## config.mk

```make
export PLATFORM = sky130hd
export DESIGN_NAME = word_mem_seq
export DESIGN_NICKNAME = d
export VERILOG_FILES = /design/src/rtl/word_mem_seq.sv
export SDC_FILE = /design/constraint.sdc
export NUM_CORES = 1
export LEC_CHECK = 0
export CORE_MARGIN = 2
export CORE_UTILIZATION = 66
export DETAILED_ROUTE_END_ITERATION = 10
export HOLD_SLACK_MARGIN = 0.1
export PLACE_DENSITY = 0.9
export SLEW_MARGIN = 20
export SYNTH_ARGS = -nofsm -noshare
export SYNTH_HDL_FRONTEND = slang
export SYNTH_SLANG_ARGS = --single-unit
```

## constraint.sdc

```tcl
create_clock -name clk -period 6.6 [get_ports clk]
set_input_delay 1.32 -clock clk [delete_from_list [all_inputs] [get_ports clk]]
set_output_delay 1.32 -clock clk [all_outputs]
set_load 0.005 [all_outputs]
```

## src/rtl/word_mem_seq.sv

```systemverilog
// word_mem_seq: WIDTH x DEPTH word memory addressed by a sequential pointer.
// Supports store-and-advance, next/prev browsing, direct jump, wrap or
// saturate at the ends, a one-cycle boundary pulse and a clear-all engine.
module word_mem_seq #(
  parameter int WIDTH = 4,
  parameter int DEPTH = 64,
  parameter int AW    = $clog2(DEPTH),
  parameter int WRAP  = 1
) (
  input  logic             clk,
  input  logic             rst_n,
  input  logic [WIDTH-1:0] din,
  input  logic             store,
  input  logic             next,
  input  logic             prev,
  input  logic             jump,
  input  logic [AW-1:0]    jaddr,
  input  logic             clear,
  output logic [WIDTH-1:0] dout,
  output logic [AW-1:0]    addr,
  output logic             busy,
  output logic             bound
);

  typedef enum logic {S_IDLE, S_CLEAR} state_t;

  localparam logic [AW-1:0] P_LAST  = AW'(DEPTH - 1);
  localparam logic [AW:0]   P_DEPTH = (AW+1)'(DEPTH);

  logic [WIDTH-1:0] r_mem [DEPTH];
  state_t           r_state;
  logic [AW-1:0]    r_addr;
  logic [AW-1:0]    r_cptr;
  logic             r_bound;

  state_t           w_state_nxt;
  logic [AW-1:0]    w_addr_nxt;
  logic [AW-1:0]    w_cptr_nxt;
  logic             w_bound_nxt;
  logic             w_we;
  logic [AW-1:0]    w_waddr;
  logic [WIDTH-1:0] w_wdata;
  logic             w_at_last;
  logic             w_at_first;
  logic [AW-1:0]    w_addr_inc;
  logic [AW-1:0]    w_addr_dec;
  logic             w_jump_ok;

  // Pointer moves use explicit end compares so non-power-of-two DEPTH works.
  assign w_at_last  = (r_addr == P_LAST);
  assign w_at_first = (r_addr == '0);
  assign w_addr_inc = w_at_last  ? ((WRAP != 0) ? '0     : r_addr) : r_addr + AW'(1);
  assign w_addr_dec = w_at_first ? ((WRAP != 0) ? P_LAST : r_addr) : r_addr - AW'(1);
  assign w_jump_ok  = ({1'b0, jaddr} < P_DEPTH);

  // Next-state, pointer and write-port control; commands only act in IDLE.
  always_comb begin
    w_state_nxt = r_state;
    w_addr_nxt  = r_addr;
    w_cptr_nxt  = r_cptr;
    w_bound_nxt = 1'b0;
    w_we        = 1'b0;
    w_waddr     = r_addr;
    w_wdata     = din;
    unique case (r_state)
      S_IDLE: begin
        if (clear) begin
          w_state_nxt = S_CLEAR;
          w_cptr_nxt  = '0;
        end else if (jump) begin
          if (w_jump_ok) w_addr_nxt  = jaddr;
          else           w_bound_nxt = 1'b1;
        end else if (store) begin
          w_we        = 1'b1;
          w_addr_nxt  = w_addr_inc;
          w_bound_nxt = w_at_last;
        end else if (next) begin
          w_addr_nxt  = w_addr_inc;
          w_bound_nxt = w_at_last;
        end else if (prev) begin
          w_addr_nxt  = w_addr_dec;
          w_bound_nxt = w_at_first;
        end
      end
      S_CLEAR: begin
        w_we    = 1'b1;
        w_waddr = r_cptr;
        w_wdata = '0;
        if (r_cptr == P_LAST) begin
          w_state_nxt = S_IDLE;
          w_addr_nxt  = '0;
        end else begin
          w_cptr_nxt = r_cptr + AW'(1);
        end
      end
      default: w_state_nxt = S_IDLE;
    endcase
  end

  // Control state registers with synchronous active-low reset.
  always_ff @(posedge clk) begin
    if (!rst_n) begin
      r_state <= S_IDLE;
      r_addr  <= '0;
      r_cptr  <= '0;
      r_bound <= 1'b0;
    end else begin
      r_state <= w_state_nxt;
      r_addr  <= w_addr_nxt;
      r_cptr  <= w_cptr_nxt;
      r_bound <= w_bound_nxt;
    end
  end

  // Memory array is never reset; a reset edge suppresses any pending write.
  always_ff @(posedge clk) begin
    if (rst_n && w_we) r_mem[w_waddr] <= w_wdata;
  end

  assign dout  = r_mem[r_addr];
  assign addr  = r_addr;
  assign busy  = (r_state == S_CLEAR);
  assign bound = r_bound;

endmodule

```

Yosys cells after proc, flatten, opt, wreduce, memory -nomap -nowiden
Memory sizes are Yosys's and may differ from the RTL's. A register that Yosys moved wholly into a read port is not among the register bits.
Cells that the tools add are included.
{"block": "word_totals", "reg_bits": 14, "mem_bits_rw": 256, "memories": 1}
{"block": "classes", "n_addsub": 3, "n_eq_ne": 7, "mux": 28, "n_bitwise": 2, "reduce_logical": 5}
{"memory": "r_mem", "words": 64, "word_bits": 4, "read_ports": 1, "rd_clocked_by_memory_dff": 1, "write_ports": 1, "line": "30", "rtl": "logic [WIDTH-1:0] r_mem [DEPTH];"}
{"operator": "6-bit 2-to-1 mux", "count": 13}
{"operator": "6-bit one-hot mux with 2 select lines", "count": 2}
{"operator": "6-bit by 1-bit adder with 6-bit output (second input constant)", "count": 2}
{"operator": "6-bit == test (second input constant)", "count": 2}
{"operator": "1-bit 2-to-1 mux", "count": 10}
{"operator": "6-bit logical NOT", "count": 1}
{"operator": "2-bit != test (second input constant)", "count": 3}
{"operator": "6-bit by 1-bit subtractor with 6-bit output (second input constant)", "count": 1}
{"operator": "5-bit != test (second input constant)", "count": 1}
{"operator": "4-bit 2-to-1 mux", "count": 1}
{"operator": "1-bit one-hot mux with 2 select lines", "count": 2}
{"operator": "4-bit OR reduction", "count": 1}
{"operator": "3-bit AND reduction", "count": 1}
{"operator": "2-bit by 1-bit != test with 1-bit output (second input constant)", "count": 1}
{"operator": "1-bit inverter", "count": 2}
{"operator": "2-bit AND reduction", "count": 1}
{"operator": "1-bit logical AND", "count": 1}

Logic depth before layout (Yosys ltp)
{"block": "depth", "word_depth": 10, "depth_mapped": 8, "ltp_nobuf": 8}

Worst setup path before layout
Ideal clock, no wire load.
{"block": "synth_timing", "kind": "input to register", "from": "in din[0]", "to": "mem r_mem[0][0], data pin", "setup_ns": 0.514, "arrival_time_ns": 2.917, "required_time_ns": 6.086, "path_slack_ns": 3.169, "stages": 1, "path_buffers": 0, "path_cell_list": "nor2b_1"}
{"block": "synth_between", "elab_chain_cells": 1}
{"element": "start, declared", "line": "12", "rtl": "input logic [WIDTH-1:0] din,"}
{"element": "4-bit 2-to-1 mux", "line": "65", "rtl": "unique case (r_state)"}
{"element": "end, declared", "line": "30"}
Every way passes these cells.

==> flow_summary.json <==
{
  "worstPathRequired_ns": 5.28,
  "cts_buffer_depth": 3,
  "reg2reg_depth": 6,
  "n_fill_cell": 911,
  "p_int_uw": 2860,
  "setup_violations": 0,
  "ctsHoldBuffers": 0,
  "p_comb_share_pct": 6.2,
  "areaGrowthSynthToFinish_pct": 11.6,
  "placed_cells": 875,
  "start_kind": "flip-flop",
  "ys.flop_type": "edfxtp_1",
  "worst_clock_skew_ns": 0.0167,
  "syn_avg_cell_area_um2": 17.4,
  "cts_sinks": 276,
  "hold-worst-slack_ns": 0.625,
  "yosys.cell_types.count": 48,
  "async_flop_share_pct": 0,
  "grt_antenna_before_repair": 0,
  "r2r_start": "addr[0]",
  "worstPathMaxFanout": 36,
  "dieWidth_um": 135,
  "io_buffers": 28,
  "final_antenna_net_count": 0,
  "p_sw_share_pct": 21.4,
  "dr.pass1.iters": 6,
  "path_cells": "buf_4 > mux4_2 > o22ai_1 > nor4_1 > a211o_1 > clkdlybuf4s50_1",
  "maxSlewViolCount": 0,
  "timing.max_cap.violations": 0,
  "fp-row-count": 47,
  "drtIter0Drc": 979,
  "num_vias": 6336,
  "ys_warn_count": 0,
  "period_minus_slack_ns": 5.00,
  "p_switching_uw": 778,
  "grt_usage_pct": 27.9,
  "path_clk_slew_ns": 0.06,
  "min_path_type": "reg -> reg",
  "initial_utilization_pct": 67.8,
  "critPathArrivalTime_ns": 3.68,
  "slew-limit-headroom_pct": 40.7,
  "period_share_pct": 75.7,
  "final_cells": 925,
  "clock_latency_ns": 0.53,
  "vias_per_cell": 6.85,
  "core_region_area_um2": 16700,
  "grt_max_degree": 65,
  "critPathCaptureType": "primary output",
  "worst_path_max_delay_cell": "dfxtp_4",
  "htreeDepth": 1,
  "drc": 0,
  "regArea_um2": 8090,
  "wirelength_um": 24800,
  "cts_resized": 0,
  "dpl.hpwl_um": 14900,
  "holdPathStages": 2,
  "hold_path_end": "r_cptr[2]",
  "finalHoldViolCount": 0,
  "die_area_um2": 18200,
  "status": "complete, no violations",
  "nets": 705,
  "grt_pass1_wl_um": 37500,
  "max_freq_mhz": 200,
  "diodes": 0,
  "cts_buffers": 27,
  "clockPowerShare_pct": 40.1,
  "synth_edf_count": 256,
  "synth_seq_cells": 276,
  "vdd_drop_max_mv": 0.216,
  "syn_inst": 652,
  "synth_nets": 673,
  "r2r_end": "r_mem[59][3]",
  "multi_input_area_um2": 3070,
  "overflow": 0,
  "ctsRootBufferMaster": "clkbuf_16",
  "die_y_um": 135,
  "rsz0062_at_grt": "false",
  "leakage_uw": 0.00383,
  "syn-cell-area_um2": 11300,
  "r2r_setup_slack_ns": 3.96,
  "cts_tree": "done",
  "gp_congestion": 0.884,
  "layout-drive-gt1-share_pct": 17.9,
  "ys_seq_area_share_pct": 71.4,
  "crit_type": "reg -> out",
  "grt_pass1_vias": 6418,
  "cts_setup_buffers": 0,
  "num_io_pins": 29,
  "sequentialPowerShare_pct": 53.7,
  "max_slew.worst_pin.slew_ns": 0.888,
  "wire_per_inst_um": 26.8,
  "tns_ns": 0,
  "max_stage_delay_ns": 0.81,
  "powerDensity_nw_per_um2": 288,
  "utilization_pct": 75.6,
  "worstHoldStart": "r_cptr[2]"
}
[flip-flops by register name (all words and copies together) (netlist names), named ones only]
register  cells
r_mem       256
busy          1
addr          6
bound         1
r_cptr        6
[per-stage QoR]
step | total power, uW | setup WS (ns) | cell area (um2)
final | 3640 | 1.60 | 12600
after global routing | 3730 | 1.36 | 12600
after CTS | 3650 | 1.55 | 12600
after detailed placement | 2210 | 2.14 | 11800
after global placement | 2200 | 2.17 | 11800
after floorplan | 2130 | 3.17 | 11300
[metal layers]
metal  part of all wire (%)  global-route usage (%)  vias up
met4                    3.3                    9.20        0
met5                      0                       0        -
met3                    9.6                    3.15       68
li1                       -                       -     2663
met1                     36                    38.4     3184
met2                     51                    47.9      421
[Yosys cell counts (5+ instances only)]
master      n  area share, %
edfxtp_1  256             68
nor2_1     79            2.6
mux4_2     64             13
nand2_1    33            1.1
dfxtp_1    20            3.5
mux2i_1    17            1.5
o22ai_1    16           0.88
clkbuf_1   15           0.50
nand3_1    12           0.53
o21ai_0    12           0.53
nor2b_1    11           0.61
a21oi_1    10           0.44
nand2b_1   10           0.55
buf_2       8           0.35
nand3b_1    6           0.40
buf_6       5           0.50
mux2_2      5           0.50
[cells by family (layout without fill, tap and decap cells)]
family	after synthesis	in the layout	synth area share [%]
adder cells (fa/ha/maj)	4	4	0.442
AO/OA/AOI/OAI	68	68	4.02
XOR/XNOR	6	6	0.464
flip-flops	276	276	71.4
multiplexers	86	86	14.7
buffers and inverters	37	90	1.75
AND/OR/NAND/NOR	175	175	7.16
[final cells by class]
cell class                      instances  area share (%)
Sequential cell                       276            64.1
Multi-Input combinational cell        339            24.3
Clock buffer                           34            5.56
Timing Repair Buffer                   36            2.69
Tap cell                              220            2.18
Clock inverter                         16            1.12
Inverter                                4           0.119
[how the worst max path moves through the flow]
stage / start / slack, ns / to
after detailed placement: flip-flop / 2.14 / dout[2]
final: flip-flop / 1.60 / dout[3]
after floorplan: din[0] / 3.17 / r_mem[0][0]
after global placement: flip-flop / 2.17 / dout[3]
after global routing: flip-flop / 1.36 / dout[0]
after CTS: flip-flop / 1.55 / dout[0]
[cell usage in the layout (no fill, tap or decap), types with 4 or more instances in the layout]
| master | count |
|---|---|
| edfxtp_1 | 256 |
| nor2_1 | 79 |
| mux4_2 | 64 |
| nand2_1 | 33 |
| clkdlybuf4s50_1 | 28 |
| clkbuf_16 | 27 |
| dfxtp_1 | 18 |
| mux2i_1 | 17 |
| o22ai_1 | 16 |
| nand3_1 | 12 |
| o21ai_0 | 12 |
| a21oi_1 | 10 |
| nand2b_1 | 10 |
| buf_4 | 8 |
| nor2b_1 | 7 |
| clkbuf_1 | 7 |
| nand3b_1 | 6 |
| clkinv_2 | 6 |
| mux2_2 | 5 |
| clkinv_1 | 5 |
| or2_2 | 4 |
| inv_1 | 4 |
| nor2b_4 | 4 |
| nor3_1 | 4 |
| xor2_1 | 4 |
| ha_1 | 4 |
[worst max-delay path: cells and delay by family (launching register included)]
kind,cells,cell delay [ns]
flip-flops,1,0.81
AO/OA/AOI/OAI,2,0.55
AND/OR/NAND/NOR,1,0.10
multiplexers,1,0.58
buffers and inverters,2,1.06
[power by group through the flow]
stage	Clock, uW	Sequential [uW]	Combinational [uW]
6_report	1460	1950	226
5_1_grt	1540	1950	240
4_1_cts	1470	1950	224
3_5_place_dp	0	1990	222
3_3_place_gp	0	1990	211
2_1_floorplan	0	1970	161
Note: power is estimated with default switching activity, not from simulation.
==> patch 1: new RTL, same settings <==
Change the parameter `WIDTH` from 4 to 6.
--- a/src/rtl/word_mem_seq.sv
+++ b/src/rtl/word_mem_seq.sv
@@ -3,5 +3,5 @@
 // saturate at the ends, a one-cycle boundary pulse and a clear-all engine.
 module word_mem_seq #(
-  parameter int WIDTH = 4,
+  parameter int WIDTH = 6,
   parameter int DEPTH = 64,
   parameter int AW    = $clog2(DEPTH),
Ports: changed (resized din and dout); port bits go from 29 to 33. The function was not compared with the original's and may differ.
==> patch 1 against the unedited design <==
- synthesized area up 44%
- final cell count increased by 38%
- worst setup slack worse by 0.050 ns
- total power is 43% higher
- final area up 43%
- synthesized cell count rose by 37%
- sequential power grew 47%
- utilization down 1.3 points
- sequential cell count up 128
- combinational power up 45%
- clock skew increased by 0.0094 ns
- sequential share of layout area rose by 2.0 points
- routed wire length is 54% higher
- critical endpoint is now dout[4]
==> patch 1: results (changes against the unedited design) <==
.. list-table::
   :header-rows: 1

   * - Metric
     - Value
   * - Count of fill cells added during filler insertion
     - 1308 (was 911)
   * - Overall fraction of global-route tracks in use
     - 30.6% (was 27.9%)
   * - Number of flip-flops in the largest register
     - 384 (was 256)
   * - Distinct cell type count of the synthesized netlist
     - 53 (was 48)
   * - Via density per instance
     - 7.08 (was 6.85)
   * - Number of buffers on the longest clock path
     - 3 (unchanged)
   * - Pre-CTS setup slack
     - 2.00 ns (was 2.14 ns)
   * - Maximum number of pins on one net before global-route repair
     - 67 (was 65)
   * - Per-cell routed wire length
     - 29.9 µm (was 26.8 µm)
   * - Biggest area contributors in the synthesized netlist
     - sky130_fd_sc_hd__edfxtp_1 (71%), sky130_fd_sc_hd__mux4_2 (12%), sky130_fd_sc_hd__dfxtp_1 (2.5%) (was sky130_fd_sc_hd__edfxtp_1 (68%), sky130_fd_sc_hd__mux4_2 (13%), sky130_fd_sc_hd__dfxtp_1 (3.5%))
   * - Net total in the final layout
     - 949 (was 705)
   * - Number of DRC markers in iteration 0
     - 1281 (was 979)
   * - CTS H-tree lvls
     - 2 (was 1)
   * - Leading cell types by count after synthesis
     - sky130_fd_sc_hd__edfxtp_1 (384), sky130_fd_sc_hd__mux4_2 (90), sky130_fd_sc_hd__nor2_1 (87), sky130_fd_sc_hd__nand2_1 (38), sky130_fd_sc_hd__mux2i_1 (34) (was sky130_fd_sc_hd__edfxtp_1 (256), sky130_fd_sc_hd__nor2_1 (79), sky130_fd_sc_hd__mux4_2 (64), sky130_fd_sc_hd__nand2_1 (33), sky130_fd_sc_hd__dfxtp_1 (20))
   * - Status
     - finished clean (unchanged)
   * - Number of enable-type register cells in the synthesized netlist
     - 384 (was 256)
   * - Wire length of the first global-routing pass
     - 57700 µm (was 37500 µm)
   * - Number of global-route vias before repair
     - 9034 (was 6418)
   * - Layout cell share with drive strength beyond 1
     - 17.1% (was 17.9%)
   * - Critical path's top delay family
     - flip-flops (was buffers and inverters)
   * - DRT Pass-1 Iters
     - 5 (was 6)
   * - Arrival time at the worst endpoint
     - 3.73 ns (was 3.68 ns)
   * - Post-place instance area
     - 16900 µm² (was 11800 µm²)
   * - Share of synthesized registers carrying an async set or reset
     - 0% (unchanged)
   * - Worst Skew
     - 0.0261 ns (was 0.0167 ns)
   * - P_leak
     - 0.00548 µW (was 0.00383 µW)
   * - Tightest slew margin relative to the limit
     - 26.8% (was 40.7%)
   * - Count of buffers added by post-CTS timing repair for setup
     - 0 (unchanged)
   * - Hold crit path type
     - register to register (unchanged)
   * - Critical path peak fanout
     - 66 (was 36)
   * - Buffers on Ports
     - 32 (was 28)
   * - Portion of the post-synthesis area used by sequential elements
     - 73.0% (was 71.4%)
   * - Synth Net Count
     - 913 (was 673)
   * - Worst VDD drop
     - 0.230 mV (was 0.216 mV)
   * - Cell at the root of the clock tree
     - sky130_fd_sc_hd__clkbuf_16 (unchanged)
   * - HPWL after detailed placement
     - 22000 µm (was 14900 µm)
   * - Largest incremental delay on the critical path
     - 0.98 ns (was 0.81 ns)
   * - Global placement routability congestion
     - 0.875 (was 0.884)
==> patch 1: routing by layer <==
layer | global-route usage [%] | wire, µm
met3 | 6.50 | 4430
met2 | 48.3 | 18500
met4 | 12.1 | 1680
met5 | 0 | 0
met1 | 42.9 | 13600
==> patch 1: worst paths after layout <==
check	start	cells past startpoint	slack [ns]	end
worst max-delay path	register	6	1.55	dout[4]
worst max register to register	busy$_SDFF_PN0_	5	3.67	r_mem[16][3]$_DFFE_PP_
worst min register to register	r_cptr[2]$_SDFFE_PN0P_	2	0.63	r_cptr[2]$_SDFFE_PN0P_
worst min-delay path	r_cptr[2]$_SDFFE_PN0P_	2	0.63	r_cptr[2]$_SDFFE_PN0P_
==> patch 1: where the power goes <==
group          internal [µW]  switching [µW]
Combinational            141             186
Clock                   1130             884
Sequential              2820            37.2
Total                   4100            1110
==> patch 1: cells by family after synthesis <==
group | Yosys count | synth area share, %
xor+xnor | 6 | 0.322
mux | 126 | 14.7
flops | 404 | 73.0
buf+inv | 57 | 2.03
compound gates | 97 | 4.08
simple gates | 196 | 5.50
fa+ha+maj | 4 | 0.306
==> patch 1: worst register-to-register path: stages, from the launching register on <==
cell and delay (ns):
sky130_fd_sc_hd__dfxtp_1 0.37, sky130_fd_sc_hd__buf_4 0.42, sky130_fd_sc_hd__o21ai_1 0.29, sky130_fd_sc_hd__nor2_1 0.28, sky130_fd_sc_hd__nand2_1 0.45, sky130_fd_sc_hd__nor2_1 0.75
==> patch 1: final cells by class <==
cell class	count	share of cell area, %
Clock buffer	46	5.42
Clock inverter	19	0.782
Inverter	8	0.166
Multi-Input combinational cell	429	22.8
Sequential cell	404	66.0
Tap cell	324	2.24
Timing Repair Buffer	46	2.60
==> patch 1: stage by stage <==
step	power, µW	hold slack, ns	instances	util (%)
after floorplan	3110	0.563	890	-
after global placement	3220	0.595	1209	69.6
after detailed placement	3230	0.609	1210	69.6
after CTS	5210	0.619	1275	74.3
after global routing	5330	0.672	1276	74.4
final	5210	0.627	1276	74.4
==> patch 2: new RTL, config.mk and constraints unchanged <==
Made on the original files. Take the reset off `r_addr` and load it in a clocked block of its own.
--- a/src/rtl/word_mem_seq.sv
+++ b/src/rtl/word_mem_seq.sv
@@ -102,13 +102,15 @@
     if (!rst_n) begin
       r_state <= S_IDLE;
-      r_addr  <= '0;
       r_cptr  <= '0;
       r_bound <= 1'b0;
     end else begin
       r_state <= w_state_nxt;
-      r_addr  <= w_addr_nxt;
       r_cptr  <= w_cptr_nxt;
       r_bound <= w_bound_nxt;
     end
+  end
+
+  always_ff @(posedge clk) begin
+    r_addr <= w_addr_nxt;
   end
 
Check against the original RTL: not equivalent (a bounded check fails within 4 cycles, from zero or initial values and one cycle with rst_n low).
==> patch 2 against the unedited design <==
- final area grew 1.8%
- total power up 8.3%
- routed wire length is 2.7% higher
- sequential cell count did not move
- worst setup slack lost 0.047 ns
- register-to-register slack worse by 0.23 ns
- combinational power is 65% higher
- synthesized area grew 0.71%
- critical endpoint unchanged
==> patch 2: results (changes against the unedited design) <==
.. list-table::
   :header-rows: 1

   * - Metric
     - Value
   * - Post-place instance area
     - 11900 µm² (was 11800 µm²)
   * - Arrival time at the worst endpoint
     - 3.73 ns (was 3.68 ns)
   * - Overall fraction of global-route tracks in use
     - 28.6% (was 27.9%)
   * - Cells after DPL
     - 886 (was 875)
   * - Largest incremental delay on the critical path
     - 0.95 ns (was 0.81 ns)
   * - Status
     - finished clean (unchanged)
   * - Critical path's top delay family
     - flip-flops (was buffers and inverters)
   * - Adder-Cell Fraction of Synth Area
     - 0.439% (was 0.442%)
   * - Pre-CTS setup slack
     - 1.92 ns (was 2.14 ns)
   * - Wire length of the first global-routing pass
     - 38300 µm (was 37500 µm)
   * - Tightest slew margin relative to the limit
     - 36.9% (was 40.7%)
   * - Terminating pin of the worst hold path
     - r_cptr[4]$_SDFFE_PN0P_ (was r_cptr[2]$_SDFFE_PN0P_)
   * - Distinct cell type count of the synthesized netlist
     - 53 (was 48)
   * - Setup slack on the worst flop-to-flop path
     - 3.73 ns (was 3.96 ns)
   * - Minimum hold slack
     - 0.579 ns (was 0.625 ns)
   * - Number of enable-type register cells in the synthesized netlist
     - 262 (was 256)
   * - Per-instance average area after synthesis
     - 17.3 µm² (was 17.4 µm²)
   * - Layout cell share with drive strength beyond 1
     - 18.2% (was 17.9%)
   * - Synth Net Count
     - 681 (was 673)
   * - Number of DRC markers in iteration 0
     - 883 (was 979)
   * - Net total in the final layout
     - 711 (was 705)
   * - DRT Pass-1 Iters
     - 7 (was 6)
   * - Portion of the post-synthesis area used by sequential elements
     - 71.5% (was 71.4%)
   * - Via density per instance
     - 6.96 (was 6.85)
   * - Number of global-route vias before repair
     - 6579 (was 6418)
   * - Global placement routability congestion
     - 0.964 (was 0.884)
   * - Reg-to-reg endpoint
     - r_mem[58][1]$_DFFE_PP_ (was r_mem[59][3]$_DFFE_PP_)
   * - Xor-xnor portion of the synthesized cell area
     - 0.0768% (was 0.464%)
   * - HPWL after detailed placement
     - 15400 µm (was 14900 µm)
   * - Compound-Gate Fraction of Synth Area
     - 5.07% (was 4.02%)
-- patch 2: changes by cell type after synthesis, sizes merged, moves of 7 or more --
cell	before	now
nand3	12	25
a22oi	1	9
o22ai	16	6
nand2b	10	3
nand2	33	26
mux2i	17	8
-- patch 2: cell type report --
class                   count  area, µm²  share of cell area (%)
well taps                 225        282                    2.19
inverters                   9       33.8                   0.263
repair buffers             37        388                    3.02
flip-flops and latches    276       8150                    63.4
clock buffers              29        671                    5.22
multi-input cells         341       3090                    24.0
clock inverters            17        243                    1.89
-- patch 2: metal layers --
layer / GRT usage, % / part of all wire (%)
met2: 48.8 / 51
met1: 38.7 / 37
met4: 8.91 / 2.7
met5: 0 / 0
met3: 4.90 / 9.3
-- patch 2: power breakdown --
| group | switching [µW] | total (µW) | internal (µW) |
|---|---|---|---|
| sequential | 45.9 | 1980 | 1940 |
| combinational | 202 | 373 | 170 |
| clock | 622 | 1590 | 964 |
| total | 870 | 3940 | 3070 |
